$ cat config.mk
export PLATFORM = sky130hd
export DESIGN_NAME = mul_hilo_seq
export DESIGN_NICKNAME = d
export VERILOG_FILES = /design/src/rtl/mul_hilo_seq.sv
export SDC_FILE = /design/constraint.sdc
export NUM_CORES = 1
export LEC_CHECK = 0
export CAP_MARGIN = 20
export CELL_PAD_IN_SITES_DETAIL_PLACEMENT = 0
export CELL_PAD_IN_SITES_GLOBAL_PLACEMENT = 1
export CORE_MARGIN = 2
export CORE_UTILIZATION = 26
export DETAILED_ROUTE_END_ITERATION = 7
export GPL_TIMING_DRIVEN = 0
export PLACE_DENSITY_LB_ADDON = 0.1
export SKIP_LAST_GASP = 1
export SYNTH_ARGS = -nofsm -noshare
export SYNTH_HDL_FRONTEND = slang
export SYNTH_SLANG_ARGS = --single-unit
export TNS_END_PERCENT = 50
$ cat constraint.sdc
create_clock -name clock -period 1.42 [get_ports clock]
set_input_delay 0.142 -clock clock [delete_from_list [all_inputs] [get_ports clock]]
set_output_delay 0.142 -clock clock [all_outputs]
set_load 0.005 [all_outputs]
$ cat src/rtl/mul_hilo_seq.sv
// mul_hilo_seq: operand sequencer and HI/LO result registers around an external
// combinational 32x32 signed multiplier.
`default_nettype none
`timescale 1ns/1ps

module mul_hilo_seq #(
    parameter int SETTLE_CYCLES = 2
) (
    input  logic        clock,
    input  logic        clear,
    input  logic        start,
    input  logic [31:0] op_a,
    input  logic [31:0] op_b,
    input  logic        cancel,
    input  logic        hi_wr,
    input  logic        lo_wr,
    input  logic [31:0] wr_data,
    output logic [31:0] mul_x,
    output logic [31:0] mul_y,
    input  logic [63:0] mul_product,
    output logic [31:0] hi,
    output logic [31:0] lo,
    output logic        busy,
    output logic        done
);

    typedef enum logic [1:0] {
        S_IDLE    = 2'd0,
        S_SETTLE  = 2'd1,
        S_CAPTURE = 2'd2
    } state_t;

    localparam logic [3:0] CNT_LOAD = 4'(SETTLE_CYCLES - 1);

    state_t      state_q, state_d;
    logic [3:0]  cnt_q, cnt_d;
    logic [31:0] x_q, x_d;
    logic [31:0] y_q, y_d;
    logic [31:0] hi_q, hi_d;
    logic [31:0] lo_q, lo_d;
    logic        busy_q, busy_d;
    logic        done_q, done_d;

    always_ff @(posedge clock) begin
        if (clear) begin
            state_q <= S_IDLE;
            cnt_q   <= 4'd0;
            x_q     <= 32'd0;
            y_q     <= 32'd0;
            hi_q    <= 32'd0;
            lo_q    <= 32'd0;
            busy_q  <= 1'b0;
            done_q  <= 1'b0;
        end else begin
            state_q <= state_d;
            cnt_q   <= cnt_d;
            x_q     <= x_d;
            y_q     <= y_d;
            hi_q    <= hi_d;
            lo_q    <= lo_d;
            busy_q  <= busy_d;
            done_q  <= done_d;
        end
    end

    always_comb begin
        state_d = state_q;
        cnt_d   = cnt_q;
        x_d     = x_q;
        y_d     = y_q;
        hi_d    = hi_q;
        lo_d    = lo_q;
        busy_d  = busy_q;
        done_d  = 1'b0;

        // Register writes are locked out while a multiply owns HI/LO.
        if (!busy_q) begin
            if (hi_wr) hi_d = wr_data;
            if (lo_wr) lo_d = wr_data;
        end

        case (state_q)
            S_IDLE: begin
                if (start) begin
                    x_d     = op_a;
                    y_d     = op_b;
                    cnt_d   = CNT_LOAD;
                    busy_d  = 1'b1;
                    state_d = (SETTLE_CYCLES == 1) ? S_CAPTURE : S_SETTLE;
                end
            end
            S_SETTLE: begin
                if (cancel) begin
                    state_d = S_IDLE;
                    busy_d  = 1'b0;
                    cnt_d   = 4'd0;
                end else begin
                    cnt_d = cnt_q - 4'd1;
                    if (cnt_q == 4'd1) state_d = S_CAPTURE;
                end
            end
            S_CAPTURE: begin
                state_d = S_IDLE;
                busy_d  = 1'b0;
                if (!cancel) begin
                    hi_d   = mul_product[63:32];
                    lo_d   = mul_product[31:0];
                    done_d = 1'b1;
                end
            end
            default: begin
                state_d = S_IDLE;
                busy_d  = 1'b0;
            end
        endcase
    end

    assign mul_x = x_q;
    assign mul_y = y_q;
    assign hi    = hi_q;
    assign lo    = lo_q;
    assign busy  = busy_q;
    assign done  = done_q;

endmodule

`default_nettype wire

Yosys cells after proc, flatten, opt, wreduce, memory -nomap -nowiden
Index checks and enable logic that the tools add are counted.
{"block": "totals", "register_bits": 136, "inputBits": 166, "output_inout_bits": 130, "wordCells": 42}
{"block": "op_classes", "addsub": 1, "n_eq_ne": 6, "n_mux": 19, "n_bitwise": 1, "reduce_logical": 7}
{"cell": "2-to-1 mux 32 bit", "n": 8}
{"cell": "2-to-1 mux 4 bit", "n": 2}
{"cell": "one-hot mux 4 bit (2 select lines)", "n": 1}
{"cell": "AND reduction 2 bit", "n": 4}
{"cell": "2-to-1 mux 2 bit", "n": 3}
{"cell": "== test 4 x 1 -> 1 bit (second input constant)", "n": 1}
{"cell": "inequality test 2 bit (second input constant)", "n": 2}
{"cell": "one-hot mux 2 bit (2 select lines)", "n": 1}
{"cell": "subtractor 4 x 1 -> 4 bit (second input constant)", "n": 1}
{"cell": "2-to-1 mux 1 bit", "n": 3}
{"cell": "inequality test 3 bit (second input constant)", "n": 1}
{"cell": "== test 2 x 1 -> 1 bit (second input constant)", "n": 1}
{"cell": "== test 2 bit (second input constant)", "n": 1}
{"cell": "logical NOT 2 bit", "n": 1}
{"cell": "one-hot mux 1 bit (2 select lines)", "n": 1}
{"cell": "nonzero test 2 bit", "n": 1}
{"cell": "OR reduction 2 bit", "n": 1}
{"cell": "NOT 1 bit", "n": 1}

Logic depth before layout (Yosys ltp)
Gate-level depths: netlist of run 1.
{"block": "depth", "depth_word": 4, "ltp_mapped": 6}

Worst setup path after synthesis of run 1
OpenSTA, ideal clock, no wires.
{"block": "synth_path", "kind": "flip-flop to flip-flop", "start": "reg state_q[1]", "end": "reg hi_q[0] (netlist: hi[0])", "arrival_time_ps": 1280, "t_required_ps": 1274, "slack_ps": -6, "stages_incl_launch_ff": 6, "path_buffers": 2, "synth_period_minus_slack_ps": 1426, "path_cell_list": "dfxtp_1 -> or3b_1 -> buf_6 -> buf_2 -> nor2_1 -> a211oi_2"}
{"block": "synth_via", "elab_chain_len": 2}
{"element": "from (decl)", "line": "35", "source": "state_t state_q, state_d;"}
{"element": "from (signal assigned)", "line": "55", "source": "state_q <= state_d;"}
{"element": "== test 2 bit", "line": "82", "source": "case (state_q)"}
{"element": "2-to-1 mux 32 bit", "line": "82"}
{"element": "to (signal assigned)", "line": "59", "source": "hi_q <= hi_d;"}
{"element": "to (decl)", "line": "39", "source": "logic [31:0] hi_q, hi_d;"}
Every way passes these cells.
A chain may end at the register's enable or synchronous reset.

Worst setup path in the final report of run 1
{"block": "layout_path", "start": "reg x_q[12] (netlist: mul_x[12])", "end": "out mul_x[12]"}
{"element": "from (decl)", "line": "37", "source": "logic [31:0] x_q, x_d;"}
{"element": "from (signal assigned)", "line": "48", "source": "x_q <= 32'd0;"}
{"element": "from (signal assigned)", "line": "57", "source": "x_q <= x_d;"}
{"element": "to (decl)", "line": "18", "source": "output logic [31:0] mul_x,"}
No word-level cell between the ends.

==> impl_metrics.json, run 1 <==
{
  "power.internal_mw": 8.26,
  "die_w_um": 152,
  "place.gp.congestion": 0.784,
  "synth_fp_nets": 777,
  "pre_cts_ws_ns": -0.760,
  "synth_area_per_cell_sq_um": 9.38,
  "core_region_area_sq_mm": 0.0217,
  "period_share": 1.03,
  "fill_cells": 2041,
  "cts_tree": "built",
  "drtPass1Iterations": 4,
  "setup_violations": 46,
  "cp_top_family": "buffers and inverters",
  "hold_class": "input pin to flop",
  "insertion_delay_ns": 0.42,
  "synth-seq-cells": 136,
  "maxSlewHeadroom": 0.441,
  "first_global_vias": 5672,
  "final_max_slew_viol_count": 0,
  "grt_use_met1": 0.212,
  "cts-htree-levels": 4,
  "yosys-top-cells-area": "dfxtp_1 (48%), a211oi_2 (13%), mux2i_1 (11%)",
  "grtUsageMet2": 0.295,
  "synthCells": 609,
  "required_ns": 1.28,
  "path_max_fanout": 2,
  "ys_seq_area_frac": 0.477,
  "start_util": 0.263,
  "stdcell_count": 1237,
  "worst_slew_pin_slew_ns": 0.838,
  "cp.arrival_ns": 1.32,
  "final_util": 0.488,
  "diodes": 0,
  "rsz0062_at_grt": "true",
  "fin_ws_ns": -0.0435,
  "finalNetCount": 1112,
  "place_inst": 1183,
  "synth_top_area_share": 0.477,
  "ys_warn_count": 0,
  "hold_viol_final": 0,
  "yosysTopAreaCell": "dfxtp_1",
  "areaGrowthSynthToFinish_pct": 85.2,
  "antenna_found_initial": 0,
  "path_clk_slew_ns": 0.06,
  "ir_worst_vdd_mv": 0.789,
  "synth_cell_types": 27,
  "wl_um": 21500,
  "ctsLongestPathBuffers": 2,
  "crit_slowest_cell": "clkdlybuf4s50_1",
  "synth_area_sq_mm": 0.00571,
  "grtUsageMet3": 0.0674,
  "seqPwrFrac": 0.387,
  "endpoint_kind": "output port",
  "vias": 5601,
  "cts_root_buf": "clkbuf_16",
  "violations": "negative setup slack",
  "p_switching_mw": 2.61,
  "drive_gt1_frac": 0.230,
  "row_count": 54,
  "globalRoute.totalOverflow": 0,
  "cts_buffers": 17,
  "clock.fmax_mhz": 683,
  "die_y_um": 152,
  "finClkSkew_ns": 0.00644,
  "period_needed_ns": 1.46,
  "clkPwrFrac": 0.425,
  "drcViolationCount": 0,
  "power.total_mw": 10.9,
  "crit_type": "flop to output port",
  "cp_slowest_stage_delay_ns": 0.54,
  "start_kind": "flop",
  "switching_share": 0.240,
  "grt-busiest-layer": "met2",
  "pwr-share-comb": 0.189,
  "grt_max_degree": 17,
  "status": "finished with violations",
  "grt_pass1_wl_um": 32300,
  "cap_violations": 0,
  "vias_per_cell": 4.53,
  "dr.first_iter.drc_count": 177,
  "num_io_pins": 296,
  "crit_buf_inv": 1,
  "wl_per_cell_um": 17.4,
  "postRouteAntennaNets": 0,
  "place_hpwl_um": 15600,
  "p_leak_nw": 4.93,
  "port_buffers": 294,
  "numClockSinks": 136,
  "track_usage": 0.178,
  "die_area_sq_mm": 0.0232,
  "tns_ns": -0.636,
  "crit_path_cell_trace": "clkdlybuf4s50_1",
  "p_per_area_mw_per_mm2": 1030
}
metal layers:
layer	routed length (um)	share of wire
met1	9040	0.42
met2	10300	0.48
met3	1760	0.082
met4	327	0.015
met5	0	0
cell usage in the layout, fill, tap and decap left out, types with 5 or more instances in the layout:
master           count
buf_4               22
buf_12               7
a211oi_2            59
clkbuf_16           22
a21oi_1             64
dfxtp_1            131
clkbuf_1            14
dlymetal6s2s_1      56
nor2_2              25
mux2i_1             61
a211oi_1             5
or3b_4               5
buf_6               11
nor2_1              17
buf_8                8
nand2_1            127
clkdlybuf4s50_1    237
nor2_4              25
cell usage after synthesis:
library cell  instances
nand3b_1              2
nor3_1                2
a31oi_1               2
or3b_2                2
nor2_1               67
a211oi_2             59
o21bai_1              2
buf_2                27
ha_1                  2
nor3b_1               3
or3b_1                2
buf_6                 8
nand2b_1              2
and2b_1               1
a211oi_1              5
a21oi_1              67
o21ai_0               1
dfxtp_1             136
a2bb2oi_1             1
nand2_1             131
clkbuf_1             14
or3_1                 2
buf_1                 2
buf_4                 1
nand4b_1              1
mux2i_1              64
inv_1                 3
worst paths after layout:
path | startpoint | endpoint | slack, ns | cells after the start
setup / recovery | mul_x[12]$_SDFFE_PP0P_ | mul_x[12] | -0.04 | 1
hold / removal | op_b[30] | mul_y[30]$_SDFFE_PP0P_ | 0.27 | 3
setup reg to reg | state_q[0]$_SDFFE_PP0P_ | cnt_q[3]$_SDFFE_PP0P_ | -0.04 | 4
hold reg to reg | mul_x[16]$_SDFFE_PP0P_ | mul_x[16]$_SDFFE_PP0P_ | 0.45 | 2
state kept, by name, summed over array words and instances, names as in the netlist:
register	cells
lo	32
busy	1
mul_x	32
hi	32
done	1
mul_y	32
cnt_q	4
state_q	2
cells by family (layout without fill, tap and decap cells):
logic type                 Yosys count  count (layout)  synth area share
muxes                               64              64             0.112
buffers and inverters               55             401            0.0532
AOI/OAI and AO/OA                  137             137             0.202
DFF                                136             136             0.477
adders and majority gates            2               2           0.00438
and+or+nand+nor                    215             217             0.152
what timing repair did:
item	in CTS	in global routing
pin swaps	1	4
gates resized for setup	94	130
cloned	1	10
endpoints found under the setup margin	209	250
setup buffers	5	8
hold buffers	0	0
power groups by stage:
stage | Combinational, mW | Clock (mW) | Sequential (mW)
3_3_place_gp | 1.86 | 0 | 4.28
4_1_cts | 1.95 | 4.74 | 4.21
5_1_grt | 2.21 | 4.93 | 4.23
2_1_floorplan | 0.704 | 0 | 4.29
6_report | 2.05 | 4.62 | 4.20
3_5_place_dp | 1.88 | 0 | 4.29
area by class of cell:
| cell class | count | area (sq um) | area share |
|---|---|---|---|
| Sequential cell | 136 | 2730 | 0.258 |
| Clock inverter | 8 | 118 | 0.0111 |
| Multi-Input combinational cell | 420 | 3020 | 0.285 |
| Clock buffer | 24 | 492 | 0.0465 |
| Tap cell | 280 | 350 | 0.0331 |
| Inverter | 3 | 11.3 | 0.00106 |
| Buffer | 50 | 492 | 0.0465 |
| Timing Repair Buffer | 316 | 3370 | 0.318 |
metrics by stage:
stage	hold WS, ns	instance area [sq um]
after floorplan	0.278	5710
after global placement	0.442	9010
after detailed placement	0.447	9010
after CTS	0.252	9930
after global routing	0.260	10600
final	0.268	10600
Power figures use the tool's default switching activity.
==> inputs of run 2 (changes only) <==
CTS_BUF_LIST = sky130_fd_sc_hd__clkbuf_2 sky130_fd_sc_hd__clkbuf_4 sky130_fd_sc_hd__clkbuf_8   (was unset)
==> impl_metrics.json, run 2 (synthesized netlist as in run 1, its figures left out) <==
{
  "status": "finished with violations",
  "violations": "negative setup slack",
  "hold_class": "input pin to flop",
  "dr.first_iter.drc_count": 213,
  "pre_cts_ws_ns": -0.760,
  "path_max_fanout": 2,
  "wl_um": 21400,
  "grt_max_degree": 17,
  "required_ns": 1.28,
  "grt_pass1_wl_um": 32100,
  "period_share": 1.04,
  "start_kind": "flop",
  "mostFrequentLayoutCells": "clkdlybuf4s50_1 (227), dfxtp_1 (115), nand2_1 (110)",
  "core_region_area_sq_mm": 0.0217,
  "worst_slew_pin_slew_ns": 0.796,
  "cts_buffers": 17,
  "cp_slowest_stage_delay_ns": 0.53,
  "setup_violations": 100,
  "drcViolationCount": 0,
  "vias": 5602,
  "endpoint_kind": "output port",
  "wl_per_cell_um": 17.3,
  "ir_worst_vdd_mv": 0.491,
  "p_per_area_mw_per_mm2": 948,
  "layout_commonest_cell": "clkdlybuf4s50_1",
  "finalNetCount": 1108,
  "fin_ws_ns": -0.0577,
  "hold_viol_final": 0,
  "final_max_slew_viol_count": 0,
  "rsz0062_at_grt": "true",
  "first_global_vias": 5640,
  "place.gp.congestion": 0.784,
  "vias_per_cell": 4.54,
  "cap_violations": 0,
  "place_inst": 1183,
  "start_util": 0.263,
  "crit_type": "flop to output port",
  "drive_gt1_frac": 0.264,
  "maxSlewHeadroom": 0.469,
  "insertion_delay_ns": 0.44,
  "min_to": "mul_x[20]$_SDFFE_PP0P_",
  "postRouteAntennaNets": 0,
  "min_from": "op_a[20]",
  "finClkSkew_ns": 0.0135,
  "cp_top_family": "buffers and inverters",
  "die_y_um": 152,
  "clock.fmax_mhz": 677,
  "num_io_pins": 296,
  "final_util": 0.476,
  "diodes": 0,
  "die_w_um": 152,
  "power.total_mw": 9.78,
  "cts_tree": "built",
  "drtPass1Iterations": 4,
  "reg2reg_to": "lo[8]$_SDFF_PP0_",
  "hold_ws_ns": 0.245,
  "hold_buffers": 0,
  "p_leak_nw": 4.88,
  "fin_area_sq_mm": 0.0103,
  "globalRoute.totalOverflow": 0,
  "numClockSinks": 136,
  "row_count": 54,
  "period_needed_ns": 1.48,
  "crit_slowest_cell": "clkdlybuf4s50_1",
  "r2r_start": "state_q[1]$_SDFFE_PP0P_",
  "areaGrowthSynthToFinish_pct": 80.6,
  "die_area_sq_mm": 0.0232,
  "min_path_cells": 3,
  "cts-htree-levels": 4,
  "place_hpwl_um": 15600,
  "ctsLongestPathBuffers": 2,
  "port_buffers": 294,
  "cts_root_buf": "clkbuf_8",
  "crit_path_cell_trace": "clkdlybuf4s50_1",
  "crit_buf_inv": 1,
  "cp.arrival_ns": 1.34,
  "stdcell_count": 1233,
  "place_area_sq_mm": 0.00901,
  "reg2reg_depth": 5,
  "track_usage": 0.177,
  "path_clk_slew_ns": 0.08,
  "r2r_slack_ns": -0.03,
  "tns_ns": -1.37,
  "antenna_found_initial": 0
}
## run 2: worst max path at each step
| stage | startpoint | end | cells past startpoint |
|---|---|---|---|
| 3_3_place_gp | clear | mul_x[25]$_SDFFE_PP0P_ | 4 |
| 6_report | mul_y[25]$_SDFFE_PP0P_ | mul_y[25] | 1 |
| 4_1_cts | state_q[0]$_SDFFE_PP0P_ | cnt_q[3]$_SDFFE_PP0P_ | 4 |
| 5_1_grt | mul_y[25]$_SDFFE_PP0P_ | mul_y[25] | 1 |
| 3_5_place_dp | clear | mul_y[0]$_SDFFE_PP0P_ | 4 |
| 2_1_floorplan | state_q[1]$_SDFFE_PP0P_ | hi[0]$_SDFF_PP0_ | 5 |
## run 2: final cells by class
| type | count | area, sq um |
|---|---|---|
| well taps | 280 | 350 |
| fillers | 2088 | 11400 |
| clock inverters | 8 | 118 |
| multi-input cells | 420 | 2990 |
| inverters | 3 | 11.3 |
| flip-flops and latches | 136 | 2750 |
| plain buffers | 50 | 480 |
| repair buffers | 312 | 3300 |
| clock buffers | 24 | 312 |
## run 2: where the power goes
group / leakage (nW) / switching (mW) / internal (mW)
Sequential: 1.13 / 0.141 / 4.07
Combinational: 3.53 / 0.806 / 1.26
Clock: 0.223 / 1.53 / 1.98
## run 2: metal layers
layer	GRT usage	part of all wire
met4	0.0503	0.0095
met5	0	0
met3	0.0703	0.088
met1	0.212	0.42
met2	0.296	0.49
## run 2: timing repair
item	4_1_cts	5_1_grt
setup buffers	4	7
endpoints found under the setup margin	257	244
endpoints found under the hold margin	0	0
cloned	1	8
pin swaps	1	28
resized for setup	75	173
==> inputs of run 3 (changes only) <==
CORE_ASPECT_RATIO = 1.25   (was unset)
==> impl_metrics.json, run 3 (synthesized netlist as in run 1, its figures left out) <==
{
  "path_max_fanout": 10,
  "worst_slew_pin_slew_ns": 0.795,
  "rsz0062_at_grt": "true",
  "endpoint_kind": "flop",
  "final_max_slew_viol_count": 0,
  "hold_ws_ns": 0.243,
  "die_y_um": 170,
  "vias_per_cell": 4.52,
  "numClockSinks": 136,
  "dr.first_iter.drc_count": 130,
  "hold_viol_final": 0,
  "die_w_um": 137,
  "place.gp.congestion": 0.753,
  "status": "finished with violations",
  "maxSlewHeadroom": 0.470,
  "antenna_found_initial": 0,
  "min_path_cells": 3,
  "path_clk_slew_ns": 0.09,
  "cts_buffers": 17,
  "grt_max_degree": 17,
  "track_usage": 0.173,
  "core_region_area_sq_mm": 0.0215,
  "wl_um": 21800,
  "grt_use_met1": 0.187,
  "drcViolationCount": 0,
  "p_leak_nw": 4.54,
  "postRouteAntennaNets": 0,
  "die_area_sq_mm": 0.0232,
  "hold_class": "input pin to flop",
  "period_needed_ns": 1.49,
  "globalRoute.totalOverflow": 0,
  "grtUsageMet2": 0.312,
  "grtUsageMet3": 0.0621,
  "first_global_vias": 5797,
  "start_kind": "flop",
  "cts-htree-levels": 4,
  "required_ns": 1.71,
  "r2r_start": "state_q[1]$_SDFFE_PP0P_",
  "min_from": "op_a[13]",
  "fill_cells": 2062,
  "violations": "negative setup slack",
  "reg2reg_to": "lo[10]$_SDFF_PP0_",
  "grt-busiest-layer": "met2",
  "mostFrequentLayoutCells": "clkdlybuf4s50_1 (252), dfxtp_1 (128), nand2_1 (118)",
  "reg2reg_depth": 5,
  "crit_type": "flop to flop",
  "p_per_area_mw_per_mm2": 893,
  "grt_pass1_wl_um": 31000,
  "port_buffers": 294,
  "cp.arrival_ns": 1.79,
  "row_count": 60,
  "fin_area_sq_mm": 0.0105,
  "insertion_delay_ns": 0.44,
  "drive_gt1_frac": 0.246,
  "ir_worst_vdd_mv": 0.516,
  "clock.fmax_mhz": 669,
  "areaGrowthSynthToFinish_pct": 83.6,
  "wl_per_cell_um": 17.7,
  "finalNetCount": 1110,
  "cap_violations": 0,
  "setup_violations": 113,
  "vias": 5577,
  "fin_ws_ns": -0.0744,
  "r2r_slack_ns": -0.07,
  "drtPass1Iterations": 4,
  "start_util": 0.265,
  "min_to": "mul_x[13]$_SDFFE_PP0P_",
  "cts_root_buf": "clkbuf_8",
  "finClkSkew_ns": 0.0155,
  "layout_commonest_cell": "clkdlybuf4s50_1",
  "diodes": 0,
  "place_area_sq_mm": 0.00901,
  "ctsLongestPathBuffers": 2,
  "cts_tree": "built",
  "num_io_pins": 296,
  "place_hpwl_um": 15600,
  "period_share": 1.05
}
-- run 3: cell types whose count changed in the layout (fill, tap and decap cells not counted), sizes merged, moves of 3 or more --
cell / change
clkdlybuf4s50: +25
dlygate4sd2: -4
buf: -4
clkinvlp: +3
inv: +4
dlymetal6s2s: -21
-- run 3: worst max-delay path, cell delays in order, from the launching register on --
cell	delay, ns
dfxtp_4	0.39
or3b_4	0.44
buf_12	0.18
buf_12	0.16
nor2_1	0.13
a211oi_2	0.06
-- run 3: report_power, final --
group          leakage [nW]  internal, mW  switching (mW)
clock network         0.183          1.46            1.63
registers              1.12          4.06           0.139
logic                  3.24          1.26           0.811
-- run 3: what timing repair did --
item	in CTS	in global routing
endpoints found under the setup margin	258	248
hold buffers	0	0
gates resized for setup	94	160
gates cloned	2	13
pin swaps	1	14
buffers inserted	4	4
-- run 3: per-layer routing --
| layer | up-vias | wire [um] |
|---|---|---|
| li1 | 2749 | - |
| met1 | 2614 | 8250 |
| met2 | 196 | 11500 |
| met3 | 18 | 1770 |
| met4 | 0 | 307 |
| met5 | - | 0 |
-- run 3: cell type report --
| type | instances | area (sq um) | share of cell area |
|---|---|---|---|
| sequential | 136 | 2740 | 0.261 |
| multi-input combinational | 420 | 3130 | 0.298 |
| tap | 279 | 349 | 0.0333 |
| inverter | 3 | 11.3 | 0.00107 |
| clock inverter | 13 | 119 | 0.0113 |
| buffer | 50 | 543 | 0.0518 |
| clock buffer | 19 | 255 | 0.0243 |
| timing repair buffer | 314 | 3350 | 0.319 |
-- run 3: worst max-delay path by stage --
stage	from	endpoint	cells past startpoint
after detailed placement	clear	mul_x[26]$_SDFFE_PP0P_	4
final	state_q[1]$_SDFFE_PP0P_	lo[10]$_SDFF_PP0_	5
after global routing	state_q[1]$_SDFFE_PP0P_	lo[10]$_SDFF_PP0_	5
after CTS	state_q[0]$_SDFFE_PP0P_	cnt_q[3]$_SDFFE_PP0P_	4
after floorplan	state_q[1]$_SDFFE_PP0P_	hi[0]$_SDFF_PP0_	5
after global placement	clear	mul_y[0]$_SDFFE_PP0P_	4
-- run 3: metrics by stage --
step / TNS [ns] / instances / total power, mW / util / worst slack, ns
final: -2.10 / 1234 / 9.37 / 0.487 / -0.0744
after CTS: -12.71 / 1219 / 9.36 / 0.452 / -0.106
after detailed placement: -57.33 / 1182 / 6.16 / 0.418 / -0.584
after global routing: -11.17 / 1234 / 9.85 / 0.487 / -0.110
after global placement: -53.98 / 1182 / 6.13 / 0.418 / -0.568
after floorplan: -0.532 / 609 / 5.00 / - / -0.00617
